===== config.mk =====
export PLATFORM = sky130hd
export DESIGN_NAME = result_display_ctrl_flat
export DESIGN_NICKNAME = d
export VERILOG_FILES = /design/src/rtl/result_display_ctrl_if.sv /design/src/rtl/result_display_ctrl.sv /design/src/flat_wrapper.sv
export SDC_FILE = /design/constraint.sdc
export NUM_CORES = 1
export LEC_CHECK = 0
export CORE_ASPECT_RATIO = 1.5
export CORE_UTILIZATION = 57
export CTS_BUF_LIST = sky130_fd_sc_hd__clkbuf_2 sky130_fd_sc_hd__clkbuf_4 sky130_fd_sc_hd__clkbuf_8
export DETAILED_ROUTE_END_ITERATION = 8
export HOLD_SLACK_MARGIN = 0.08
export MAX_ROUTING_LAYER = met4
export PLACE_DENSITY = 0.91
export SLEW_MARGIN = 20
export SYNTH_ARGS = -nofsm -noshare
export SYNTH_HDL_FRONTEND = slang
export SYNTH_SLANG_ARGS = --single-unit

===== constraint.sdc =====
create_clock -name clk -period 3.3 [get_ports clk]
set_input_delay 0.66 -clock clk [delete_from_list [all_inputs] [get_ports clk]]
set_output_delay 0.66 -clock clk [all_outputs]
set_load 0.01 [all_outputs]

===== src/rtl/result_display_ctrl_if.sv =====
// Task-result bus between the Lab 4 engines and the display controller.
//   sel/start       : source select and run-start level
//   done1/result    : task1 done level and bit count
//   done2/found/loc : task2 done level, hit flag and location
//   digit1/digit0   : BCD tens/units digits
//   blank1/blank0   : HEX1/HEX0 blanking
//   valid/nf        : digits hold a result / task2 finished without a hit
// The slave modport is the display controller; the master modport drives it.
interface result_display_ctrl_if #(
  parameter int W = 5
);
  logic         sel;
  logic         start;
  logic         done1;
  logic [3:0]   result;
  logic         done2;
  logic         found;
  logic [W-1:0] loc;
  logic [3:0]   digit1;
  logic [3:0]   digit0;
  logic         blank1;
  logic         blank0;
  logic         valid;
  logic         nf;

  modport slave (
    input  sel, start, done1, result, done2, found, loc,
    output digit1, digit0, blank1, blank0, valid, nf
  );

  modport master (
    output sel, start, done1, result, done2, found, loc,
    input  digit1, digit0, blank1, blank0, valid, nf
  );
endinterface


===== src/rtl/result_display_ctrl.sv =====
// Display controller for the Lab 4 task1/task2 engines.
// Captures the selected task's result on the rising edge of its done level,
// converts it to two BCD digits with a sequential double-dabble (one step per
// cycle), and holds the digits with blanking and not-found flags.
//   clk   : system clock
//   reset : synchronous, active-high reset
//   bus   : result_display_ctrl_if.slave (task inputs, display outputs)
// All outputs are registered.
module result_display_ctrl #(
  parameter int W = 5
) (
  input  logic                    clk,
  input  logic                    reset,
  result_display_ctrl_if.slave    bus
);

  typedef enum logic [1:0] {IDLE, CONVERT, SHOW} state_t;

  state_t       state;
  logic         sel_q, start_q, dsel_q;
  logic [W-1:0] shreg;
  logic [7:0]   acc;
  logic [2:0]   cnt;

  logic         dsel;
  logic         sel_chg, start_rise, done_rise;
  logic [7:0]   acc_adj;

  assign dsel       = bus.sel ? bus.done2 : bus.done1;
  assign sel_chg    = bus.sel != sel_q;
  assign start_rise = bus.start & ~start_q;
  assign done_rise  = dsel & ~dsel_q;

  // add-3 correction applied to each BCD nibble before the shift
  always_comb begin
    acc_adj = acc;
    if (acc[3:0] >= 4'd5) acc_adj[3:0] = acc[3:0] + 4'd3;
    if (acc[7:4] >= 4'd5) acc_adj[7:4] = acc[7:4] + 4'd3;
  end

  always_ff @(posedge clk) begin
    if (reset) begin
      state      <= IDLE;
      sel_q      <= 1'b0;
      start_q    <= 1'b0;
      dsel_q     <= 1'b0;
      shreg      <= '0;
      acc        <= '0;
      cnt        <= '0;
      bus.digit1 <= 4'd0;
      bus.digit0 <= 4'd0;
      bus.blank1 <= 1'b1;
      bus.blank0 <= 1'b1;
      bus.valid  <= 1'b0;
      bus.nf     <= 1'b0;
    end else begin
      sel_q   <= bus.sel;
      start_q <= bus.start;
      dsel_q  <= dsel;

      if (sel_chg) begin
        // forcing dsel_q low lets an already-high done on the new source
        // be captured on the next edge
        dsel_q     <= 1'b0;
        state      <= IDLE;
        bus.digit1 <= 4'd0;
        bus.digit0 <= 4'd0;
        bus.blank1 <= 1'b1;
        bus.blank0 <= 1'b1;
        bus.valid  <= 1'b0;
        bus.nf     <= 1'b0;
      end else if (start_rise && state != IDLE) begin
        state      <= IDLE;
        bus.digit1 <= 4'd0;
        bus.digit0 <= 4'd0;
        bus.blank1 <= 1'b1;
        bus.blank0 <= 1'b1;
        bus.valid  <= 1'b0;
        bus.nf     <= 1'b0;
      end else if (done_rise && state != CONVERT) begin
        bus.digit1 <= 4'd0;
        bus.digit0 <= 4'd0;
        bus.blank1 <= 1'b1;
        bus.blank0 <= 1'b1;
        if (bus.sel && !bus.found) begin
          state     <= SHOW;
          bus.valid <= 1'b1;
          bus.nf    <= 1'b1;
        end else begin
          state     <= CONVERT;
          shreg     <= bus.sel ? bus.loc : W'(bus.result);
          acc       <= '0;
          cnt       <= '0;
          bus.valid <= 1'b0;
          bus.nf    <= 1'b0;
        end
      end else if (state == CONVERT) begin
        // W shift steps, then one more edge to publish the digits
        if (cnt == 3'(W)) begin
          state      <= SHOW;
          bus.digit1 <= acc[7:4];
          bus.digit0 <= acc[3:0];
          bus.blank1 <= acc[7:4] == 4'd0;
          bus.blank0 <= 1'b0;
          bus.valid  <= 1'b1;
          bus.nf     <= 1'b0;
        end else begin
          {acc, shreg} <= {acc_adj[6:0], shreg, 1'b0};
          cnt          <= cnt + 3'd1;
        end
      end
    end
  end

endmodule


===== src/flat_wrapper.sv =====
// flat-port wrapper written by rule: the top's interface ports become plain ports
module result_display_ctrl_flat 
#(
  parameter int W = 5
)
  (clk, reset, bus_sel, bus_start, bus_done1, bus_result, bus_done2, bus_found, bus_loc, bus_digit1, bus_digit0, bus_blank1, bus_blank0, bus_valid, bus_nf);
  result_display_ctrl_if #(.W(W)) bus_i ();
  input  logic clk;
  input  logic reset;
  input wire logic [$bits(bus_i.sel)-1:0] bus_sel;
  input wire logic [$bits(bus_i.start)-1:0] bus_start;
  input wire logic [$bits(bus_i.done1)-1:0] bus_done1;
  input wire logic [$bits(bus_i.result)-1:0] bus_result;
  input wire logic [$bits(bus_i.done2)-1:0] bus_done2;
  input wire logic [$bits(bus_i.found)-1:0] bus_found;
  input wire logic [$bits(bus_i.loc)-1:0] bus_loc;
  output wire logic [$bits(bus_i.digit1)-1:0] bus_digit1;
  output wire logic [$bits(bus_i.digit0)-1:0] bus_digit0;
  output wire logic [$bits(bus_i.blank1)-1:0] bus_blank1;
  output wire logic [$bits(bus_i.blank0)-1:0] bus_blank0;
  output wire logic [$bits(bus_i.valid)-1:0] bus_valid;
  output wire logic [$bits(bus_i.nf)-1:0] bus_nf;
  assign bus_i.sel = bus_sel;
  assign bus_i.start = bus_start;
  assign bus_i.done1 = bus_done1;
  assign bus_i.result = bus_result;
  assign bus_i.done2 = bus_done2;
  assign bus_i.found = bus_found;
  assign bus_i.loc = bus_loc;
  assign bus_digit1 = bus_i.digit1;
  assign bus_digit0 = bus_i.digit0;
  assign bus_blank1 = bus_i.blank1;
  assign bus_blank0 = bus_i.blank0;
  assign bus_valid = bus_i.valid;
  assign bus_nf = bus_i.nf;
  result_display_ctrl #(.W(W)) u_core (.clk(clk), .reset(reset), .bus(bus_i));
endmodule

Word-level counts from Yosys, hierarchy flattened
Index checks and enable logic that the tools add are counted.
{"block": "totals", "in_bits": 16, "word_cells": 71, "register_bits": 33, "output_inout_bits": 12}
{"block": "classes", "reduce_logical": 14, "add_sub_neg": 3, "eq_ne": 6, "n_bitwise": 6, "n_mux": 27, "n_lt_le_gt_ge": 2}
{"operator": "$mux W8", "count": 4}
{"operator": "$mux W5", "count": 5}
{"operator": "$mux W3", "count": 5}
{"operator": "$ge A4 B3 Y1 const B", "count": 2}
{"operator": "$mux W1", "count": 8}
{"operator": "$mux W2", "count": 4}
{"operator": "$reduce_bool A2 Y1", "count": 3}
{"operator": "$reduce_and A5 Y1", "count": 1}
{"operator": "$add A4 B2 Y4 const B", "count": 1}
{"operator": "$logic_not A4 Y1", "count": 1}
{"operator": "$mux W4", "count": 1}
{"operator": "$ne A2 B1 Y1 const B", "count": 2}
{"operator": "$not A1 Y1", "count": 4}
{"operator": "$reduce_and A2 Y1", "count": 2}
{"operator": "$reduce_or A4 Y1", "count": 1}
{"operator": "$add A3 B1 Y3 const B", "count": 1}
{"operator": "$add A3 B2 Y3 const B", "count": 1}
{"operator": "$eq A3 B3 Y1 const B", "count": 1}
{"operator": "$logic_and A1 B1 Y1", "count": 3}
{"operator": "$reduce_or A3 Y1", "count": 1}
{"operator": "$and A1 B1 Y1", "count": 2}
{"operator": "$eq A2 B1 Y1 const B", "count": 1}
{"operator": "$ne A2 B2 Y1 const B", "count": 1}
{"operator": "$reduce_or A2 Y1", "count": 1}
{"operator": "2 further kinds", "count": 2}

Depth between registers and ports, before layout
Gate-level depths: netlist of the first run.
{"block": "logic_depth", "word_depth": 5, "depth_mapped": 9, "depth_no_buf": 7}

Worst setup path before layout of the first run
Ideal clock, no wire load.
{"block": "synth_path", "path_kind": "input -> register", "start": "in bus_sel", "end": "reg u_core.acc[4]", "t_arrival_ns": 2.166, "cell_stages": 7, "t_required_ns": 3.230, "setup_time_ns": 0.070, "setup_slack_ns": 1.064, "n_path_buf": 2, "path_cell_list": "buf_6 nor2b_4 a2111o_1 a21o_1 buf_6 or4_1 a21oi_1"}
{"block": "synth_between", "elab_chain_cells": 5, "elab_cells_between_ends": 11, "classes_between": "eq/ne: 3; mux: 2; bitwise: 2; reduce/logical: 4"}
{"item": "start, declared", "line_no": "flat_wrapper.sv:10", "rtl": "input wire logic [$bits(bus_i.sel)-1:0] bus_sel;"}
{"item": "$mux W1", "line_no": "result_display_ctrl.sv:29", "rtl": "assign dsel = bus.sel ? bus.done2 : bus.done1;"}
{"item": "$and A1 B1 Y1", "line_no": "result_display_ctrl.sv:32", "rtl": "assign done_rise = dsel & ~dsel_q;"}
{"item": "$logic_and A1 B1 Y1", "line_no": "result_display_ctrl.sv:80", "rtl": "end else if (done_rise && state != CONVERT) begin"}
{"item": "$ne A2 B2 Y1 (no source line), or another cell as far along"}
{"item": "$reduce_and A5 Y1 (no source line)"}
{"item": "end signal, assigned", "line_no": "result_display_ctrl.sv:108", "rtl": "{acc, shreg} <= {acc_adj[6:0], shreg, 1'b0};"}
{"item": "end, declared", "line_no": "result_display_ctrl.sv:22", "rtl": "logic [7:0] acc;"}
Parallel ways exist; a longest one is shown, timed or not.
A chain may end at the register's enable or synchronous reset.

Worst setup path after layout of the first run
{"block": "layout_path", "start": "in bus_sel", "end": "reg u_core.acc[5]"}
Same word-level chain as after synthesis.

==> impl_metrics.json, run 1 <==
{
  "path_delay_family": "compound AO/OA/AOI/OAI gates",
  "place_ws_ns": 0.4752,
  "first_global_vias": 1349,
  "num-nets-final": 229,
  "coreArea_sq_um": 2477,
  "detailroute.via_count": 1375,
  "final_area_sq_um": 1846,
  "seq_total_area_yosys_pct": 42.56,
  "synth_top_area_share_pct": 42.56,
  "gpl.final_weighted_congestion": 0.8322,
  "layout_min_cycle_time_ns": 2.518,
  "p_int_mw": 0.5250,
  "synth_nets": 200,
  "n_antenna_cell": 0,
  "reg2reg_depth": 6,
  "maximum_clock_frequency_ghz": 0.3971,
  "cts_inserted_buffers": 5,
  "p_switching_mw": 0.1750,
  "switching_share_pct": 25.00,
  "clock_root_buffer_master": "clkbuf_4",
  "hold_path_depth": 2,
  "post-cts-setup-buffer-count": 0,
  "tritoncts": "yes",
  "cellLeakagePower_nw": 0.6431,
  "crit_path_start_kind": "primary input",
  "drt-wirelength-per-cell_um": 13.45,
  "clock_sinks": 32,
  "antenna_found_initial": 0,
  "worst-path-max-fanout": 11,
  "place_hpwl_mm": 2.321,
  "max_slew.worst_pin.slew_ns": 0.4264,
  "cp-end-kind": "register",
  "final_worst_hold_slack_ns": 0.4537,
  "die_width_um": 43.96,
  "grt_first_pass_wirelength_mm": 5.437,
  "critical_path_depth": 7,
  "synthesis.instances": 178,
  "maxSlewViolCount": 0,
  "dp.cells": 224,
  "syn-cell-area_sq_um": 1505,
  "design_power_total_mw": 0.7000,
  "power.share.combinational_pct": 13.3,
  "fin_ws_ns": 0.7818,
  "drt-vias-per-instance": 5.952,
  "vdd.ir_drop.worst_uv": 371.3,
  "num_io_pins": 28,
  "ys_seq_elements": 32,
  "crit_type": "primary input to register",
  "maximum_number_of_pins_on_one_net_before_global_route_repair": 24,
  "min_delay_worst_type": "register to register",
  "drv.max_cap_violation_count": 0,
  "postRouteAntennaNets": 0,
  "p_seq_share_pct": 56.9,
  "report.final.setup_viol": 0,
  "clock_latency_on_the_worst_skew_pair_ns": 0.33,
  "drive_above_1_share_pct": 7.246,
  "htreeDepth": 2,
  "drt_iter0_markers": 48,
  "setup_tns_ns": 0,
  "timing.critical_path.arrival_ns": 2.79,
  "fin_skew_ns": 0.004616,
  "routed_wl_mm": 3.107,
  "cts_max_path_buffers": 2,
  "cpPeakStageDelay_ns": 0.48,
  "grt_setup_unrepaired": "no",
  "drtPass1Iterations": 6,
  "violations": "DRC",
  "max_slew_margin_pct": 71.49,
  "finalCritPeriodShare_pct": 76.31,
  "synth_top_flop_cell": "dfxtp_1",
  "fp.dieArea_sq_um": 2854,
  "status": "finished with violations",
  "yosysWarningCount": 0,
  "synth-async-reset-ratio_pct": 0,
  "cts_hold_repair.buffers": 0,
  "detail_route.drc_violations": 4,
  "final-hold-violation-count": 0,
  "netlist-cell-type-count": 35,
  "area_growth_pct": 22.61,
  "cp.required_ns": 3.57,
  "rows": 22,
  "placedInstanceArea_sq_um": 1795,
  "synth_top_cell_by_area": "dfxtp_1",
  "grt_use_total_pct": 25.91,
  "timing.critical_path.slowest_stage_cell": "a2111o_1",
  "critPathBufInv": 2,
  "syn_area_per_cell_sq_um": 8.456,
  "cts-resized-gates": 0,
  "number_of_enable_flip_flop_cells_after_synthesis": 0,
  "floorplan.die.height_um": 64.94,
  "port_buffers": 27,
  "clk_slew_on_worst_s_h_paths_ns": 0.09,
  "critical_path.cell_chain": "clkdlybuf4s50_1, nand2b_1, a2111o_1, a21o_1, buf_4, or3_1, a21oi_1",
  "finalNonFillerCells": 231,
  "clock_power_share_pct": 29.8,
  "grt_overflow_total": 0,
  "count_of_filler_cells_inserted_in_the_layout": 182,
  "start_util_pct": 60.76,
  "fin_util_pct": 74.49,
  "yosys-top-cells-area": "dfxtp_1, a21oi_1, nand2_1",
  "powerDensity_nw_per_um2": 379.3
}
-- cells in the mapped netlist, types with 2 or more instances --
library cell  instances
nand2b_1              5
nand3b_1              3
buf_6                 2
nor3_1                3
mux2i_1               5
o41ai_1               2
a21oi_1              24
nand3_1               4
a32o_1                2
nand2_1              32
ha_1                  6
or3_1                 4
a21o_1                2
o31ai_1               2
nor2b_1               6
xnor2_1               3
nor2_1                9
dfxtp_1              32
clkbuf_1              8
o21ai_0               3
inv_1                 5
o211ai_1              3
-- power by group through the flow --
stage / logic (mW) / registers (mW) / clock network (mW)
floorplan: 0.0572 / 0.407 / 0
global placement: 0.0890 / 0.408 / 0
detailed placement: 0.0929 / 0.408 / 0
CTS: 0.0931 / 0.399 / 0.214
global route: 0.102 / 0.400 / 0.228
finish: 0.0930 / 0.399 / 0.208
-- metal layers --
layer	vias up	GRT usage, %	wire (um)
li1	675	-	-
met1	650	25.26	1212
met2	37	45.52	1656
met3	13	5.292	116
met4	0	15.53	122
met5	-	-	0
-- layout make-up --
type                       count  area (sq um)  area share [%]
clock buffer                   6         45.04           2.441
multi-input combinational    131         798.3           43.25
sequential                    32         640.6           34.71
tap                           24         30.03           1.627
clock inverter                 1         5.005          0.2712
inverter                       5         18.77           1.017
timing repair buffer          32         307.8           16.68
-- placed cells by master (no fill, tap or decap), types with 5 or more instances in the layout --
master           count
dfxtp_1             32
nor2_1               9
buf_4                5
clkdlybuf4s50_1     27
nand2b_1             5
a21oi_1             24
nor2b_1              6
clkbuf_4             6
mux2i_1              5
inv_1                5
nand2_1             32
ha_1                 6
-- worst register-to-register path, stage by stage, from the launching register on --
cell	delay [ns]
dfxtp_1	0.33
nor2b_1	0.18
a2111o_1	0.46
a21o_1	0.29
buf_4	0.21
or3_1	0.36
a21oi_1	0.14
-- logic make-up (layout without fill, tap and decap cells) --
group | Yosys count | count (layout) | synth area share [%]
adders and majority gates | 6 | 6 | 4.987
buffers and inverters | 15 | 44 | 4.738
AOI/OAI and AO/OA | 43 | 43 | 17.71
and+or+nand+nor | 72 | 72 | 23.61
muxes | 6 | 6 | 4.073
DFF | 32 | 32 | 42.56
xor gates and xnor gates | 4 | 4 | 2.328
-- flip-flops by register name (all words and copies together), names as in the netlist, 3 cells and up --
register           cells
u_core.cnt             3
u_core.bus.digit0      4
u_core.shreg           5
u_core.acc             8
u_core.bus.digit1      4
-- path summary, 6_finish.rpt --
check / slack [ns] / from / endpoint
setup / recovery: 0.78 / bus_sel / u_core.acc[5]
hold / removal: 0.45 / u_core.shreg[0] / u_core.shreg[0]
setup reg to reg: 1.28 / u_core.state[0] / u_core.acc[5]
hold reg to reg: 0.45 / u_core.shreg[0] / u_core.shreg[0]
Power figures use the tool's default switching activity.
==> inputs of run 2 (changes only) <==
--- a/config.mk
+++ b/config.mk
@@ -6,12 +6,12 @@
 export NUM_CORES = 1
 export LEC_CHECK = 0
 export CORE_ASPECT_RATIO = 1.5
-export CORE_UTILIZATION = 57
+export CORE_UTILIZATION = 48
 export CTS_BUF_LIST = sky130_fd_sc_hd__clkbuf_2 sky130_fd_sc_hd__clkbuf_4 sky130_fd_sc_hd__clkbuf_8
 export DETAILED_ROUTE_END_ITERATION = 8
 export HOLD_SLACK_MARGIN = 0.08
 export MAX_ROUTING_LAYER = met4
-export PLACE_DENSITY = 0.91
+export PLACE_DENSITY = 0.82
 export SLEW_MARGIN = 20
 export SYNTH_ARGS = -nofsm -noshare
 export SYNTH_HDL_FRONTEND = slang
==> constraint.sdc (replaced) <==
create_clock -name clk -period 2.1 [get_ports clk]
set_input_delay 0.42 -clock clk [delete_from_list [all_inputs] [get_ports clk]]
set_output_delay 0.42 -clock clk [all_outputs]
set_load 0.01 [all_outputs]
==> run 2 against run 1 <==
The run now ends clean. Core utilization fell by 5.5 points. Largest cell class unchanged. Critical endpoint is now u_core.acc[4]. Sequential power rose by 57%. Worst hold slack improved by 0.0033 ns. Power rose by 98%. Final area rose by 10%. Via count rose by 0.65%.
==> impl_metrics.json, run 2 (same netlist as run 1, synthesis figures left out) <==
{
  "status": "finished, final reports clean",
  "grt_setup_unrepaired": "no",
  "drv.max_cap_violation_count": 0,
  "n_antenna_cell": 0,
  "postRouteAntennaNets": 0,
  "gpl.final_weighted_congestion": 0.7815,
  "fp.dieArea_sq_um": 3368,
  "crit_type": "primary input to register",
  "hold_path_depth": 2,
  "regMostFlops": "u_core.acc",
  "fin_skew_ns": 0.003574,
  "drtPass1Iterations": 6,
  "grt_use_total_pct": 23.65,
  "flip_flop_count_of_the_largest_register_all_copies_and_words_added": 8,
  "fin_util_pct": 68.96,
  "start_util_pct": 51.15,
  "cts_max_path_buffers": 2,
  "mostFrequentLayoutCells": "nand2_1, dfxtp_1, clkdlybuf4s50_1",
  "clock_sinks": 32,
  "detail_route.drc_violations": 0,
  "area_growth_pct": 34.83,
  "cts_inserted_buffers": 5,
  "maximum_number_of_pins_on_one_net_before_global_route_repair": 16,
  "maxSlewViolCount": 0,
  "rows": 24,
  "cellLeakagePower_nw": 0.7319,
  "num-nets-final": 242,
  "drt_iter0_markers": 26,
  "place_ws_ns": -0.3220,
  "port_buffers": 27,
  "timing.critical_path.arrival_ns": 2.25,
  "count_of_filler_cells_inserted_in_the_layout": 254,
  "tritoncts": "yes",
  "max_slew_margin_pct": 74.16,
  "finalCritPeriodShare_pct": 96.65,
  "clock_root_buffer_master": "clkbuf_8",
  "layout_min_cycle_time_ns": 2.030,
  "max_slew.worst_pin.slew_ns": 0.3876,
  "worst-path-max-fanout": 6,
  "first_global_vias": 1393,
  "floorplan.die.height_um": 70.59,
  "final_worst_hold_slack_ns": 0.4570,
  "fin_ws_ns": 0.07042,
  "clk_slew_on_worst_s_h_paths_ns": 0.07,
  "drive_above_1_share_pct": 13.57,
  "routed_wl_mm": 3.229,
  "htreeDepth": 2,
  "min_delay_worst_type": "register to register",
  "grt_first_pass_wirelength_mm": 5.664,
  "hp-start": "u_core.bus.digit1[2]",
  "cp.required_ns": 2.32,
  "r2r_end": "u_core.acc[4]",
  "design_power_total_mw": 1.383,
  "biggestRegsByFlops": "u_core.acc: 8 flops, u_core.shreg: 5 flops",
  "vdd.ir_drop.worst_uv": 832.2,
  "crit_path_start_kind": "primary input",
  "die_width_um": 47.72,
  "place_hpwl_mm": 2.524,
  "reg2reg_depth": 5,
  "final-hold-violation-count": 0,
  "drt-vias-per-instance": 5.323,
  "num_io_pins": 28,
  "worst_r2r_startpoint": "u_core.state[0]",
  "report.final.setup_viol": 0,
  "drt-wirelength-per-cell_um": 12.42,
  "coreArea_sq_um": 2943,
  "cp-end-kind": "register",
  "reg2reg_setup_slack_ns": 0.26,
  "detailroute.via_count": 1384,
  "maximum_clock_frequency_ghz": 0.4927,
  "worst_hold_path.endpoint": "u_core.bus.digit1[2]",
  "antenna_found_initial": 0,
  "startpoint_of_the_most_critical_setup_path": "bus_done1",
  "post-cts-setup-buffer-count": 0,
  "grt_overflow_total": 0,
  "powerDensity_nw_per_um2": 681.3,
  "clock_latency_on_the_worst_skew_pair_ns": 0.29
}
-- run 2: where the power goes --
part | internal [mW] | switching (mW) | leakage, nW | total (mW)
Clock | 0.351 | 0.229 | 0.0541 | 0.580
Sequential | 0.620 | 0.00856 | 0.259 | 0.628
Combinational | 0.0943 | 0.0807 | 0.419 | 0.175
Total | 1.06 | 0.318 | 0.732 | 1.38
-- run 2: through the flow --
step                      TNS, ns  area [sq um]  std cells
after floorplan                 0          1505        178
after global placement     -3.797          1912        252
after detailed placement   -5.345          1912        252
after CTS                       0          2029        260
after global routing            0          2029        260
final                           0          2029        260
-- run 2: critical path, stage by stage --
cell             delay [ns]
clkdlybuf4s50_1        0.50
nand2b_4               0.06
a2111o_1               0.42
a21o_1                 0.23
or4_1                  0.51
a21oi_1                0.12
-- run 2: how the worst max path moves through the flow --
stage	end	slack [ns]	depth (start not counted)
2_1_floorplan	u_core.acc[4]	0.10	7
6_report	u_core.acc[4]	0.07	6
3_5_place_dp	u_core.acc[4]	-0.32	6
5_1_grt	u_core.shreg[2]	0.002	8
4_1_cts	u_core.acc[4]	0.04	6
3_3_place_gp	u_core.acc[4]	-0.29	6
-- run 2: layout make-up --
cell class | instances | area (sq um) | area share, %
clock buffer | 5 | 68.82 | 3.391
clock inverter | 3 | 42.54 | 2.096
inverter | 5 | 18.77 | 0.9248
multi-input combinational | 131 | 805.8 | 39.70
sequential | 32 | 640.6 | 31.57
tap | 39 | 48.80 | 2.404
timing repair buffer | 45 | 404.1 | 19.91
-- run 2: layer usage --
metal	vias to the layer above	wire, um	GRT usage (%)
met1	654	1246	22.82
met2	23	1819	41.89
met5	-	0	-
met4	0	61	9.259
li1	701	-	-
met3	6	101	5.867
-- run 2: repair_timing --
| item | CTS | global route |
|---|---|---|
| endpoints found under the setup margin | 2 | 1 |
| gates resized for setup | 2 | 0 |
| endpoints found under the hold margin | 0 | 0 |
| pin swaps | 1 | 1 |
| hold buffers | 0 | 0 |
